File: src/rtl/xbuf_pkg.sv
// xbuf_pkg: shared state enum and counter-width helper for the X operand buffer.
package xbuf_pkg;
    typedef enum logic {FILL = 1'b0, FULL = 1'b1} xbuf_state_e;
    function automatic int cw(input int n);
        return (n <= 2) ? 1 : $clog2(n);
    endfunction
endpackage

File: src/rtl/xbuf_lane.sv
// xbuf_lane: one DEPTH x DATA_W lane; load and rotate both shift entries up,
// differing only in what enters entry 0 (new operand vs. the current head).
module xbuf_lane #(
    parameter int DATA_W = 8,
    parameter int DEPTH  = 8
) (
    input  logic              clk,
    input  logic              rst,
    input  logic              clr,
    input  logic              load_en,
    input  logic              rot_en,
    input  logic [DATA_W-1:0] din,
    output logic [DATA_W-1:0] head
);
    logic [DEPTH-1:0][DATA_W-1:0] r_q;
    always_ff @(posedge clk or negedge rst) begin
        if (!rst) r_q <= '0;
        else if (clr) r_q <= '0;
        else if (load_en || rot_en) r_q <= {r_q[DEPTH-2:0], load_en ? din : r_q[DEPTH-1]};
    end
    assign head = r_q[DEPTH-1];
endmodule

File: src/rtl/x_operand_buffer.sv
// x_operand_buffer: round-robin fill of LANES rotating lanes feeding the PE array X side.
// Optional synchronous clear input enabled by defining XBUF_FLUSH_EN.
module x_operand_buffer
    import xbuf_pkg::*;
#(
    parameter int DATA_W = 8,
    parameter int DEPTH  = 8,
    parameter int LANES  = 4
) (
    input  logic                       clk,
    input  logic                       rst,
    input  logic                       in_valid,
    output logic                       in_ready,
    input  logic [DATA_W-1:0]          in_data,
    input  logic                       shift,
    input  logic                       reload,
    output logic [LANES*DATA_W-1:0]    lane_out,
    output logic                       load_done,
    output logic [$clog2(DEPTH)-1:0]   rot_idx,
    output logic                       rot_wrap
`ifdef XBUF_FLUSH_EN
    ,
    input  logic                       flush
`endif
);
    localparam int PW = cw(LANES);
    localparam int DW = cw(DEPTH);
    localparam int RW = $clog2(DEPTH);
    xbuf_state_e   r_state;
    logic [PW-1:0] r_lane_ptr;
    logic [DW-1:0] r_depth_cnt;
    logic [RW-1:0] r_rot_idx;
    logic          r_rot_wrap;
    logic          w_flush, w_accept, w_rot, w_rot_last;
`ifdef XBUF_FLUSH_EN
    assign w_flush = flush;
`else
    assign w_flush = 1'b0;
`endif
    assign in_ready   = (r_state == FILL);
    assign load_done  = (r_state == FULL);
    assign rot_idx    = r_rot_idx;
    assign rot_wrap   = r_rot_wrap;
    // reload and flush suppress both load and rotation of storage
    assign w_accept   = in_valid && in_ready && !reload && !w_flush;
    assign w_rot      = load_done && shift && !reload && !w_flush;
    assign w_rot_last = (r_rot_idx == RW'(DEPTH - 1));
    always_ff @(posedge clk or negedge rst) begin
        if (!rst) begin
            r_state     <= FILL;
            r_lane_ptr  <= '0;
            r_depth_cnt <= '0;
            r_rot_idx   <= '0;
            r_rot_wrap  <= 1'b0;
        end else if (w_flush || reload) begin
            r_state     <= FILL;
            r_lane_ptr  <= '0;
            r_depth_cnt <= '0;
            r_rot_idx   <= '0;
            r_rot_wrap  <= 1'b0;
        end else begin
            r_rot_wrap <= w_rot && w_rot_last;
            if (w_rot) r_rot_idx <= w_rot_last ? '0 : r_rot_idx + 1'b1;
            if (w_accept) begin
                if (r_lane_ptr == PW'(LANES - 1)) begin
                    r_lane_ptr <= '0;
                    if (r_depth_cnt == DW'(DEPTH - 1)) begin
                        r_depth_cnt <= '0;
                        r_state     <= FULL;
                    end else begin
                        r_depth_cnt <= r_depth_cnt + 1'b1;
                    end
                end else begin
                    r_lane_ptr <= r_lane_ptr + 1'b1;
                end
            end
        end
    end
    for (genvar g = 0; g < LANES; g++) begin : g_lane
        xbuf_lane #(.DATA_W(DATA_W), .DEPTH(DEPTH)) u_lane (
            .clk     (clk),
            .rst     (rst),
            .clr     (w_flush),
            .load_en (w_accept && (r_lane_ptr == PW'(g))),
            .rot_en  (w_rot),
            .din     (in_data),
            .head    (lane_out[g*DATA_W +: DATA_W])
        );
    end
endmodule

File: config.mk
export PLATFORM = sky130hd
export DESIGN_NAME = x_operand_buffer
export DESIGN_NICKNAME = d
export VERILOG_FILES = /design/src/rtl/xbuf_pkg.sv /design/src/rtl/xbuf_lane.sv /design/src/rtl/x_operand_buffer.sv
export SDC_FILE = /design/constraint.sdc
export NUM_CORES = 1
export LEC_CHECK = 0
export BUFFER_PORTS_ARGS = -buffer_cell sky130_fd_sc_hd__buf_4
export CAP_MARGIN = 20
export CELL_PAD_IN_SITES_DETAIL_PLACEMENT = 2
export CELL_PAD_IN_SITES_GLOBAL_PLACEMENT = 2
export CORE_ASPECT_RATIO = 1.1
export CORE_MARGIN = 8
export CORE_UTILIZATION = 40
export DETAILED_ROUTE_END_ITERATION = 8
export HOLD_SLACK_MARGIN = 0.06
export PLACE_DENSITY = 0.85
export SYNTH_ARGS = -nofsm -noshare
export SYNTH_HDL_FRONTEND = slang
export SYNTH_SLANG_ARGS = --single-unit
File: constraint.sdc
create_clock -name clk -period 1.75 [get_ports clk]
set_input_delay 0.175 -clock clk [delete_from_list [all_inputs] [get_ports clk]]
set_output_delay 0.175 -clock clk [all_outputs]
set_load 0.005 [all_outputs]
==> results.sh, run 1 <==
export IMPL_status="finished, violations left"
export IMPL_failed_checks="negative setup slack"
export IMPL_grtUsageTotal=0.198
export IMPL_via_count=6393
export IMPL_clkTransAtPathRegs_ns=0.07
export IMPL_finalNonFillerCells=1195
export IMPL_fin_area_mm2=0.0143
export IMPL_endpoint_kind="flip-flop"
export IMPL_port_buffers=50
export IMPL_ys_warn_count=0
export IMPL_cp_arrival_ns=2.57
export IMPL_hold_ws_ns=0.121
export IMPL_start_kind="flip-flop"
export IMPL_grt_pass1_vias=7485
export IMPL_synth_seq_area_share=0.599
export IMPL_crit_start="r_lane_ptr[0]"
export IMPL_boundaryPins=51
export IMPL_r2r_end="g_lane[0].u_lane.r_q[23]"
export IMPL_post_route_cells_drive_above_1_share=0.507
export IMPL_fmax_mhz=469
export IMPL_gr_total_overflow=0
export IMPL_avgRoutedWirePerCell_um=32.1
export IMPL_hold_viol_final=0
export IMPL_cp_max_fo=6
export IMPL_globalplace_congestion=0.707
export IMPL_nets=831
export IMPL_ant_nets=0
export IMPL_worstRegToRegCells=7
export IMPL_grt_pass1_wl_mm=50.2
export IMPL_synthCells=706
export IMPL_fin_skew_ns=0.0130
export IMPL_clockRootBuffer="clkbuf_16"
export IMPL_final_period_utilization=1.22
export IMPL_clk_latency_ns=0.56
export IMPL_firstDrtPassIters=4
export IMPL_drt_iter0_drc=305
export IMPL_cts_tree="done"
export IMPL_numCtsBuffers=28
export IMPL_cts_htree_levels=1
export IMPL_antenna_found_initial=0
export IMPL_antenna_cells=0
export IMPL_placed_area_mm2=0.0118
export IMPL_avgSynthCellArea_um2=15.7
export IMPL_crit_type="reg -> reg"
export IMPL_initial_core_util=0.403
export IMPL_design_core_area_mm2=0.0275
export IMPL_p_leak_nw=6.97
export IMPL_ir_drop_mv=0.794
export IMPL_vias_per_cell=5.35
export IMPL_route_detailed_drc=0
export IMPL_totalPowerFinal_mw=17.8
export IMPL_setup_viol=238
export IMPL_max_slew_margin_rel=0.658
export IMPL_dieHeight_um=191
export IMPL_crit_path_end="g_lane[0].u_lane.r_q[23]"
export IMPL_crit_required_ns=2.19
export IMPL_fill_cells=2416
export IMPL_synthDistinctLibCells=27
export IMPL_worst_slew_pin_slew_ns=0.511
export IMPL_rsz0062_at_grt="yes"
export IMPL_rrSetupSlack_ns=-0.38
export IMPL_cts_sinks=266
export IMPL_syn2layout_area_growth_pct=28.8
export IMPL_dpl_cell_count=1084
export IMPL_setup_ws_ns=-0.384
export IMPL_rows=64
export IMPL_post_dp_hpwl_mm=15.9
export IMPL_synth_nets=727
export IMPL_period_minus_slack_ns=2.13
export IMPL_syn_area_mm2=0.0111
export IMPL_grt_max_degree=61
export IMPL_pwr_density_cell_mw_per_mm2=1240
export IMPL_synth_seq_cells=266
export IMPL_maxCapViolCount=0
export IMPL_cts_path_max_buffers=3
export IMPL_min_path_type="in -> async"
export IMPL_place_ws_ns=-0.225
export IMPL_routed_wl_mm=38.3
export IMPL_reg2reg_from="r_lane_ptr[0]"
export IMPL_die_area_mm2=0.0334
export IMPL_die_w_um=175
export IMPL_drv_slew=0
-- per-stage QoR --
stage               TNS (ns)   util
finish                -53.14  0.519
global route          -63.01  0.519
CTS                   -19.49  0.495
detailed placement    -23.37  0.427
global placement       -3.09  0.427
floorplan              -4.82      -
-- state kept, by name, indices dropped and copies added (netlist names) --
signal / flops
g_lane.u_lane.r_q: 224
rot_idx: 3
r_lane_ptr: 2
rot_wrap: 1
r_depth_cnt: 3
load_done: 1
g_lane.u_lane.head: 32
-- cells in the final DEF (no fill, tap or decap), types with 2 or more instances in the layout --
master	n
a21oi_1	5
buf_12	25
buf_16	4
buf_4	73
buf_6	11
buf_8	5
bufinv_16	3
clkbuf_1	7
clkbuf_16	44
clkbuf_8	3
clkinv_2	8
clkinvlp_4	2
dfrtp_1	264
dfrtp_2	2
dlygate4sd3_1	11
ha_1	5
ha_4	3
inv_1	2
inv_2	2
mux2_2	13
mux2_4	211
mux2i_1	33
mux2i_2	2
nand2_1	37
nand3_1	5
nand3b_1	2
nor2_1	6
nor4bb_4	3
o21ai_0	23
o21ai_1	9
o21bai_4	3
-- repair_timing --
| item | 4_1_cts | 5_1_grt |
|---|---|---|
| endpoints found under the setup margin | 227 | 252 |
| pin swaps | 5 | 7 |
| setup buffers | 23 | 11 |
| hold buffers | 11 | 0 |
| hold endpoints to repair | 301 | 0 |
| gates resized for setup | 96 | 111 |
| gates cloned | 9 | 16 |
-- worst min path at each step --
stage,start,end,cells after the start
3_5_place_dp,rst,g_lane[0].u_lane.r_q[16],1
2_1_floorplan,rst,g_lane[0].u_lane.head[0],0
4_1_cts,reload,rot_idx[2],3
5_1_grt,rst,g_lane[0].u_lane.r_q[24],2
6_report,rst,g_lane[0].u_lane.r_q[24],2
3_3_place_gp,rst,g_lane[0].u_lane.r_q[24],1
-- metal layers --
layer / part of all wire / track usage / vias up / wire (um)
li1: - / - / 2636 / -
met1: 0.39 / 0.226 / 3523 / 15100
met2: 0.54 / 0.365 / 156 / 20600
met3: 0.030 / 0.0279 / 78 / 1160
met4: 0.038 / 0.0819 / 0 / 1470
met5: 0 / 0 / - / 0
-- cells by family (layout without fill, tap and decap cells) --
family                   Yosys count  count (layout)  share of synthesized area
adder cells (fa/ha/maj)            8               8                    0.00901
flip-flops                       266             266                      0.599
buffers and inverters             74             200                     0.0603
AO/OA/AOI/OAI                     42              42                     0.0220
multiplexers                     259             259                      0.286
AND/OR/NAND/NOR                   57              57                     0.0237
-- area by class of cell --
cell class / count / area, um^2 / share of cell area
flip-flops and latches: 266 / 6660 / 0.466
multi-input cells: 366 / 4390 / 0.307
repair buffers: 144 / 1840 / 0.129
clock buffers: 39 / 793 / 0.0555
well taps: 363 / 454 / 0.0318
clock inverters: 13 / 145 / 0.0101
inverters: 4 / 15.0 / 0.00105
-- worst max-delay path, stage by stage, from the launching register on --
cell,delay (ns)
dfrtp_2,0.45
inv_2,0.10
ha_4,0.14
nor4bb_4,0.35
o21bai_4,0.31
buf_6,0.20
clkbuf_16,0.15
mux2_4,0.30
-- cells in the mapped netlist --
cell type  instances  area [um^2]
o21bai_4           2         37.5
o21ai_0           30          150
nand3b_1           2         15.0
buf_12            10          200
mux2i_1           35          350
buf_2              9         45.0
o21ai_1            2         10.0
mux2_1            58          653
dfrtp_1          266         6660
nand2_1           37          139
a21oi_1            7         35.0
mux2_4            80         1200
nor2_1             6         22.5
nand2_2            1         6.26
inv_1              4         15.0
nor2b_1            1         6.26
buf_4             40          300
ha_1               8          100
buf_6              3         33.8
o21bai_2           1         11.3
nor4bb_1           3         30.0
buf_8              4         60.1
nand3_1            5         25.0
clkbuf_1           4         15.0
or3_1              1         6.26
and4bb_2           1         12.5
mux2_2            86          968
-- power breakdown --
part	switching [mW]	internal [mW]
sequential	1.18	7.34
clock	2.70	3.61
combinational	1.11	1.83
total	4.99	12.8
(Power assumes the default switching activity.)
==> run 2, diff against run 1 <==
--- a/constraint.sdc
+++ b/constraint.sdc
@@ -3,2 +3,2 @@
 set_output_delay 0.175 -clock clk [all_outputs]
-set_load 0.005 [all_outputs]
+set_load 0.1 [all_outputs]
==> results.sh, run 2 (synthesis results as in run 1) <==
export IMPL_fin_area_mm2=0.0144
export IMPL_clkTransAtPathRegs_ns=0.07
export IMPL_gr_total_overflow=0
export IMPL_fmax_mhz=481
export IMPL_cts_htree_levels=1
export IMPL_p_seq_frac=0.468
export IMPL_finalNonFillerCells=1196
export IMPL_post_route_cells_drive_above_1_share=0.529
export IMPL_setup_viol=255
export IMPL_p_switching_mw=5.80
export IMPL_antenna_found_initial=0
export IMPL_hold_viol_final=0
export IMPL_worst_slew_pin_slew_ns=0.576
export IMPL_dpl_cell_count=1090
export IMPL_grtUsageTotal=0.225
export IMPL_layout_common_cells="dfrtp_1 (265), mux2_4 (217), buf_4 (74), nand2_1 (37), clkbuf_16 (36)"
export IMPL_grt_max_degree=60
export IMPL_vias_per_cell=5.44
export IMPL_endpoint_kind="flip-flop"
export IMPL_globalplace_congestion=0.729
export IMPL_crit_required_ns=2.19
export IMPL_pwr_density_cell_mw_per_mm2=1270
export IMPL_r2r_end="g_lane[1].u_lane.r_q[13]"
export IMPL_period_minus_slack_ns=2.08
export IMPL_ir_drop_mv=1.02
export IMPL_crit_slowest_cell="dfrtp_1"
export IMPL_worstRegToRegCells=7
export IMPL_p_comb_frac=0.206
export IMPL_antenna_cells=0
export IMPL_hold_ws_ns=0.107
export IMPL_clk_latency_ns=0.56
export IMPL_grt_pass1_vias=7761
export IMPL_rrSetupSlack_ns=-0.33
export IMPL_routed_wl_mm=40.6
export IMPL_numCtsBuffers=28
export IMPL_reg2reg_from="r_lane_ptr[1]"
export IMPL_largest_reg_flops=224
export IMPL_fin_skew_ns=0.0186
export IMPL_place_ws_ns=-0.290
export IMPL_cts_path_max_buffers=3
export IMPL_regMostFlops="g_lane.u_lane.r_q"
export IMPL_min_from="reload"
export IMPL_initial_core_util=0.403
export IMPL_boundaryPins=51
export IMPL_drv_slew=0
export IMPL_rsz0062_at_grt="yes"
export IMPL_status="finished, violations left"
export IMPL_clockRootBuffer="clkbuf_16"
export IMPL_dieHeight_um=191
export IMPL_totalPowerFinal_mw=18.3
export IMPL_placed_area_mm2=0.0118
export IMPL_drt_iter0_drc=391
export IMPL_cp_arrival_ns=2.52
export IMPL_grt_pass1_wl_mm=56.0
export IMPL_firstDrtPassIters=4
export IMPL_start_kind="flip-flop"
export IMPL_p_sw_frac=0.318
export IMPL_path_buf_inv=3
export IMPL_max_stage_delay_ns=0.45
export IMPL_design_core_area_mm2=0.0275
export IMPL_min_path_type="in -> reg"
export IMPL_final_core_util=0.523
export IMPL_rows=64
export IMPL_cts_sinks=266
export IMPL_ant_nets=0
export IMPL_nets=836
export IMPL_port_buffers=50
export IMPL_die_w_um=175
export IMPL_p_leak_nw=6.90
export IMPL_crit_type="reg -> reg"
export IMPL_min_to="r_depth_cnt[0]"
export IMPL_pwr_share_clk=0.326
export IMPL_avgRoutedWirePerCell_um=34.0
export IMPL_cp_max_fo=7
export IMPL_cp_top_family="buffers and inverters"
export IMPL_path_cells="inv_2 -> ha_4 -> nor4bb_4 -> o21bai_4 -> buf_12 -> clkbuf_16 -> mux2_4"
export IMPL_maxCapViolCount=0
export IMPL_post_dp_hpwl_mm=16.0
export IMPL_setup_ws_ns=-0.331
export IMPL_die_area_mm2=0.0334
export IMPL_cts_tree="done"
export IMPL_max_slew_margin_rel=0.615
export IMPL_final_common_cell="dfrtp_1"
export IMPL_failed_checks="negative setup slack"
export IMPL_p_int_mw=12.5
export IMPL_syn2layout_area_growth_pct=29.7
export IMPL_via_count=6512
export IMPL_final_period_utilization=1.19
export IMPL_tns_ns=-50.92
export IMPL_hold_path_cell_count=3
export IMPL_route_detailed_drc=0
run 2: changes by cell type in the layout (fill, tap and decap cells not counted), moves of 8 or more:
cell	before	now
o21ai_0	23	6
mux2i_1	33	19
o21ai_1	9	21
buf_6	11	20
mux2i_4	0	9
clkbuf_16	44	36
run 2: timing repair:
action / in CTS / in global routing
hold buffers: 11 / 0
endpoints found under the setup margin: 228 / 259
cloned: 18 / 6
hold endpoints to repair: 301 / 0
setup buffers: 28 / 12
pin swaps: 5 / 5
resized for setup: 161 / 117
run 2: how the worst max path moves through the flow:
stage                        from                       end  slack [ns]  cells after the start
floorplan               load_done  g_lane[2].u_lane.head[0]       -0.29                      7
global placement    r_lane_ptr[1]   g_lane[0].u_lane.r_q[8]       -0.08                      6
detailed placement  r_lane_ptr[0]  g_lane[0].u_lane.r_q[10]       -0.29                      6
CTS                 r_lane_ptr[0]  g_lane[2].u_lane.r_q[38]       -0.20                      6
global route        r_lane_ptr[1]  g_lane[1].u_lane.r_q[50]       -0.33                      7
finish              r_lane_ptr[1]  g_lane[1].u_lane.r_q[13]       -0.33                      7
run 2: final cells by class:
cell class              count  area (um^2)
well taps                 363          454
inverters                   4         18.8
fillers                  2391        13100
multi-input cells         367         4610
flip-flops and latches    266         6660
clock inverters             5         25.0
repair buffers            148         1800
clock buffers              43          828
run 2: layer usage:
| metal | track usage | wire length (um) | vias to the layer above |
|---|---|---|---|
| li1 | - | - | 2650 |
| met2 | 0.421 | 21600 | 161 |
| met1 | 0.263 | 16100 | 3631 |
| met5 | 0 | 0 | - |
| met4 | 0.0705 | 1480 | 0 |
| met3 | 0.0283 | 1410 | 70 |
run 2: power by group through the flow:
stage	logic, mW	clock network [mW]	registers (mW)
finish	3.76	5.95	8.55
global route	3.91	6.24	8.63
CTS	3.46	5.83	8.26
detailed placement	2.88	0	8.23
global placement	2.69	0	8.07
floorplan	2.39	0	7.87
run 2: worst register-to-register path: stages (launching register included):
cell and delay, ns:
dfrtp_1 0.45, inv_2 0.15, ha_4 0.15, nor4bb_4 0.28, o21bai_4 0.26, buf_12 0.19, clkbuf_16 0.18, mux2_4 0.31
